$ cat src/rtl/serial_addsub.sv
// Digit-serial adder/subtractor: DIGIT bits per cycle, with a valid/ready handshake on both the operand side and the result side.
// Produces the result plus carry/borrow, overflow, zero and negative flags.
module serial_addsub #(
  parameter int unsigned WIDTH = 8,
  parameter int unsigned DIGIT = 1
) (
  input  logic             clk,
  input  logic             reset,
  input  logic             in_valid,
  output logic             in_ready,
  input  logic [1:0]       op,
  input  logic [WIDTH-1:0] a,
  input  logic [WIDTH-1:0] b,
  input  logic             cin,
  output logic             out_valid,
  input  logic             out_ready,
  output logic [WIDTH-1:0] result,
  output logic             flag_c,
  output logic             flag_v,
  output logic             flag_z,
  output logic             flag_n
);

  localparam int unsigned STEPS = WIDTH / DIGIT;
  localparam int unsigned CNT_W = (STEPS > 1) ? $clog2(STEPS) : 1;

  typedef enum logic [1:0] {IDLE, RUN, DONE} state_e;

  state_e             state_q, state_d;
  logic [WIDTH-1:0]   a_q, a_d, b_q, b_d, acc_q, acc_d, result_q, result_d;
  logic [CNT_W-1:0]   cnt_q, cnt_d;
  logic               carry_q, carry_d, sub_q, sub_d;
  logic               a_msb_q, a_msb_d, b_msb_q, b_msb_d;
  logic               flag_c_q, flag_c_d, flag_v_q, flag_v_d;
  logic               flag_z_q, flag_z_d, flag_n_q, flag_n_d;
  logic               in_ready_q, in_ready_d, out_valid_q, out_valid_d;

  logic [DIGIT:0]     dsum_c;
  logic [WIDTH-1:0]   acc_next_c;

  // One digit of the ripple: low digits of both operands plus running carry.
  assign dsum_c     = {1'b0, a_q[DIGIT-1:0]} + {1'b0, b_q[DIGIT-1:0]} + {{DIGIT{1'b0}}, carry_q};
  // Sum digits enter at the top so the first digit ends up in the LSBs.
  assign acc_next_c = WIDTH'({dsum_c[DIGIT-1:0], acc_q} >> DIGIT);

  always_comb begin
    state_d  = state_q;
    a_d      = a_q;
    b_d      = b_q;
    acc_d    = acc_q;
    cnt_d    = cnt_q;
    carry_d  = carry_q;
    sub_d    = sub_q;
    a_msb_d  = a_msb_q;
    b_msb_d  = b_msb_q;
    result_d = result_q;
    flag_c_d = flag_c_q;
    flag_v_d = flag_v_q;
    flag_z_d = flag_z_q;
    flag_n_d = flag_n_q;
    case (state_q)
      IDLE: begin
        if (in_valid) begin
          a_d     = a;
          b_d     = op[0] ? ~b : b;
          sub_d   = op[0];
          carry_d = op[1] ? (cin ^ op[0]) : op[0];
          a_msb_d = a[WIDTH-1];
          b_msb_d = op[0] ? ~b[WIDTH-1] : b[WIDTH-1];
          cnt_d   = '0;
          acc_d   = '0;
          state_d = RUN;
        end
      end
      RUN: begin
        a_d     = a_q >> DIGIT;
        b_d     = b_q >> DIGIT;
        carry_d = dsum_c[DIGIT];
        acc_d   = acc_next_c;
        cnt_d   = cnt_q + CNT_W'(1);
        if (cnt_q == CNT_W'(STEPS - 1)) begin
          state_d  = DONE;
          result_d = acc_next_c;
          flag_c_d = dsum_c[DIGIT] ^ sub_q;
          flag_v_d = (a_msb_q == b_msb_q) && (acc_next_c[WIDTH-1] != a_msb_q);
          flag_z_d = (acc_next_c == '0);
          flag_n_d = acc_next_c[WIDTH-1];
        end
      end
      DONE: begin
        if (out_ready) state_d = IDLE;
      end
      default: state_d = IDLE;
    endcase
    in_ready_d  = (state_d == IDLE);
    out_valid_d = (state_d == DONE);
  end

  always_ff @(posedge clk) begin
    if (!reset) begin
      state_q     <= IDLE;
      a_q         <= '0;
      b_q         <= '0;
      acc_q       <= '0;
      cnt_q       <= '0;
      carry_q     <= 1'b0;
      sub_q       <= 1'b0;
      a_msb_q     <= 1'b0;
      b_msb_q     <= 1'b0;
      result_q    <= '0;
      flag_c_q    <= 1'b0;
      flag_v_q    <= 1'b0;
      flag_z_q    <= 1'b0;
      flag_n_q    <= 1'b0;
      in_ready_q  <= 1'b1;
      out_valid_q <= 1'b0;
    end else begin
      state_q     <= state_d;
      a_q         <= a_d;
      b_q         <= b_d;
      acc_q       <= acc_d;
      cnt_q       <= cnt_d;
      carry_q     <= carry_d;
      sub_q       <= sub_d;
      a_msb_q     <= a_msb_d;
      b_msb_q     <= b_msb_d;
      result_q    <= result_d;
      flag_c_q    <= flag_c_d;
      flag_v_q    <= flag_v_d;
      flag_z_q    <= flag_z_d;
      flag_n_q    <= flag_n_d;
      in_ready_q  <= in_ready_d;
      out_valid_q <= out_valid_d;
    end
  end

  assign in_ready  = in_ready_q;
  assign out_valid = out_valid_q;
  assign result    = result_q;
  assign flag_c    = flag_c_q;
  assign flag_v    = flag_v_q;
  assign flag_z    = flag_z_q;
  assign flag_n    = flag_n_q;

endmodule

$ cat config.mk
export PLATFORM = sky130hd
export DESIGN_NAME = serial_addsub
export DESIGN_NICKNAME = d
export VERILOG_FILES = /design/src/rtl/serial_addsub.sv
export SDC_FILE = /design/constraint.sdc
export NUM_CORES = 1
export LEC_CHECK = 0
export ABC_AREA = 1
export CORE_ASPECT_RATIO = 0.75
export CORE_MARGIN = 2
export CORE_UTILIZATION = 50
export DETAILED_ROUTE_END_ITERATION = 10
export PLACE_DENSITY = 0.77
export SLEW_MARGIN = 20
export SYNTH_ARGS = -nofsm -noshare
export SYNTH_HDL_FRONTEND = slang
export SYNTH_SLANG_ARGS = --single-unit
$ cat constraint.sdc
create_clock -name clk -period 1.8 [get_ports clk]
set_input_delay 0.36 -clock clk [delete_from_list [all_inputs] [get_ports clk]]
set_output_delay 0.36 -clock clk [all_outputs]
set_load 0.01 [all_outputs]
==> results summary <==
The final instance count without filler cells is 338. The distinct cell type count of the synthesized netlist came out at 25. The reported max-cap violation count is 0. The die is 56.8 um tall. The fraction of synthesized area in multiplexers came out at 0. The detailed-route wire length per cell is 11.8 um. The clock tree buffer depth came out at 2.

The xor and xnor fraction of the mapped netlist area came out at 0.0425. The count of nets left with antenna violations once routing finished came out at 0. The worst setup path is launched from a flop.

The number of slew-limit violations in the final report came out at 0. The placed wire-length estimate came out at 2740 um. The total congestion overflow after global routing came out at 0. The achievable frequency is 0.644 GHz. The flow ran to the end, and the final reports show no timing, DRC or antenna violations. The delay of the slowest critical-path stage came out at 0.55 ns.

The number of top-level pins is 37. Of the total synthesized cell area, the portion taken by AND, OR, NAND and NOR gates is 0.187. The leakage power of the design came out at 0.000983 uW.

The first detailed-routing pass took 4 iterations. The sequential share of power is 0.555. The area of the multi-input gates is 838 um2. After clock tree synthesis, the flow added hold-fix buffers numbering 0.

Of the total synthesized cell area, the portion taken by full adders, half adders and majority gates is 0.0243. The share of total power in combinational logic came out at 0.134. Entering global routing, the biggest net connects 27 pins.

The root buffer cell chosen for the clock tree is clkbuf_8. The number of antenna violations at the first check in global routing is 0. The clock insertion delay at the later pin of the skew report came out at 0.30 ns. The number of H-tree levels came out at 2.

The critical path is of the reg2out type. The combined global-route utilization of all metal layers is 0.207. The synthesized net count came out at 269. Data on the critical path arrives at its endpoint at 1.19 ns. The mean post-synth cell area came out at 7.64 um2. The repair_antennas step left the layout with diodes totalling 0. The net switching power figure came out at 491 uW. The clock tree from TritonCTS is done. Internal power comes to 1430 uW. The instance count of the mapped netlist came out at 243. The wire length of the first global-routing pass came out at 6640 um. Clock-pin slew was measured on the worst setup and hold paths at 0.08 ns. The setup clock skew after layout is 0.00509 ns. The endpoint class of the critical path is an output port. Row generation in the floorplan step produced 19 rows. The worst setup margin is 0.248 ns.

The worst voltage drop across the vdd grid came out at 0.630 mV. The worst slack at placement came out at 0.104 ns. The total clock sinks is 45. The count of endpoints failing hold in the final timing report came to 0. The Yosys step of the flow raised 0 warnings. The detailed router's first-iteration violation count came out at 95.

The worst hold slack across all endpoints is 0.460 ns. The fraction of final layout cells sized beyond drive strength 1 is 0.0769. The area of the mapped netlist came out at 0.00186 mm2. Setup violations remaining at the end of the flow were counted as 0. The final RePlAce weighted congestion is 0.755.

The number of nets in the layout is 311. The sum of buffers and inverters on the critical path is 1. The standard cell core area came out at 0.00361 mm2. The die boundary width is 74.4 um.

The total die area is 0.00422 mm2. Traced cell by cell, the critical path runs through clkdlybuf4s50_1. After synthesis, the largest family of logic cells by area is compound AO/OA/AOI/OAI gates. The via density per instance came out at 4.97.

The proportion of total power due to net switching came out at 0.255. For this design, the slowest cell found on the critical path is clkdlybuf4s50_1. Setup repair after global routing left no endpoint under its margin. The portion of total power attributed to the clock network came out at 0.311.

The transition time at the pin with the least slew margin is 0.390 ns. The via count came out at 1679. The register bit count reported by yosys is 45. The worst-case headroom to the max-slew limit is 0.740. The number of clock buffers inserted by TritonCTS is 5. The smallest clock period supported by the final layout is computed as 1.55 ns. After routing, the total negative slack on setup checks comes to 0 ns.

The total of buffers placed on input and output ports is 36. The number of cells upsized or downsized after cts came out at 0. On the critical path the largest part of the delay comes from buffers and inverters.

The class of the tightest hold or removal check is reg2reg. Compared with the post-synthesis result, the final layout area differs by 28.1%. The complex-gate fraction of the synthesized area came out at 0.197. STA puts the critical path data required time at 1.44 ns. Dividing total power by cell area gives a power density of 808 mW/mm2.

The post-CTS repair timing setup buffer count is 0. Fill cells in the final layout number 339. The sequential share of the synthesized area is 0.485. The effective utilization at floorplan is 0.514. The via count of the first global-routing pass came out at 1533. The DRC violation count after routing is 0. The post-detailed-routing wire length came out at 3990 um.

The final worst-path cycle share is 0.862. Of all nets on the critical path, the largest fanout is 2. Registers take 901 um2. In this run, placement finished with an instance count of 330.
synth_stat cells:
cell,n,area share
o21ai_1,1,0.0027
nand2_2,1,0.0034
buf_4,3,0.012
nor2_1,28,0.057
nor2_2,1,0.0034
nand3_1,3,0.0081
nor3_1,2,0.0054
a21oi_1,38,0.10
buf_1,2,0.0040
o21ai_2,1,0.0047
xor2_1,9,0.042
o21ai_0,31,0.084
a211oi_1,1,0.0040
dfxtp_1,45,0.49
nand2_1,53,0.11
inv_1,11,0.022
nand4_1,1,0.0034
clkinv_1,1,0.0020
clkbuf_2,1,0.0027
buf_2,3,0.0081
fa_1,1,0.011
clkbuf_1,2,0.0040
ha_1,2,0.013
buf_6,1,0.0061
inv_2,1,0.0020
per-layer routing:
layer / wire [um] / up-vias / part of all wire / track usage
li1: - / 878 / - / -
met4: 112 / 0 / 0.028 / 0.0944
met1: 2020 / 736 / 0.51 / 0.281
met3: 219 / 13 / 0.055 / 0.0575
met5: 0 / - / 0 / 0
met2: 1640 / 52 / 0.41 / 0.302
layout make-up:
class,instances,share of cell area
clock buffer,6,0.0305
clock inverter,2,0.00421
inverter,13,0.0205
multi-input combinational,173,0.352
sequential,45,0.379
tap,52,0.0274
timing repair buffer,47,0.186
state kept, by name (all words and copies together) (netlist names):
name and flops:
a_q 8, sub_q 1, carry_q 1, result 8
a_msb_q 1, cnt_q 3, b_msb_q 1, flag_c 1
in_ready 1, acc_q 7, flag_v 1, b_q 8
out_valid 1, state_q 2, flag_z 1
worst register-to-register path: stages (launching register included):
cell and delay (ns):
dfxtp_1 0.34, inv_1 0.07, fa_1 0.61, inv_1 0.08, nor2_1 0.11, nand4_1 0.09
a21oi_1 0.13
stage by stage:
step / cell area (um2) / total power, uW / utilization
global placement: 2300 / 1340 / 0.635
detailed placement: 2300 / 1340 / 0.635
CTS: 2380 / 1930 / 0.658
global route: 2380 / 2010 / 0.658
floorplan: 1860 / 1240 / -
finish: 2380 / 1920 / 0.658
logic make-up after synthesis:
kind of cell	count (synthesis)
simple gates	89
xor+xnor	9
fa+ha+maj	3
compound gates	72
buf+inv	25
flops	45
power by group through the flow:
stage	logic (uW)	clock network [uW]	registers, uW
after floorplan	156	0	1080
after global placement	252	0	1090
after detailed placement	254	0	1090
after CTS	256	607	1070
after global routing	292	646	1070
final	258	597	1070
path summary, 6_finish.rpt:
kind / startpoint / to / slack [ns] / depth (start not counted)
worst max-delay path: flag_c / flag_c / 0.25 / 1
worst min-delay path: a_q[2] / a_q[1] / 0.46 / 2
worst max register to register: a_q[0] / flag_z / 0.32 / 6
worst min register to register: a_q[2] / a_q[1] / 0.46 / 2
placed cells by master, fill, tap and decap left out, types with 2 or more instances in the layout:
cell type / synthesis / routed
nand2_1: 53 / 53
ha_1: 2 / 2
clkinv_2: 0 / 2
buf_4: 3 / 11
o21ai_0: 31 / 31
nand3_1: 3 / 3
dfxtp_1: 45 / 45
a21oi_1: 38 / 38
nor3_1: 2 / 2
nor2_1: 28 / 28
inv_1: 11 / 11
clkbuf_8: 0 / 5
xor2_1: 9 / 9
clkdlybuf4s50_1: 0 / 36
(Power assumes the default switching activity.)
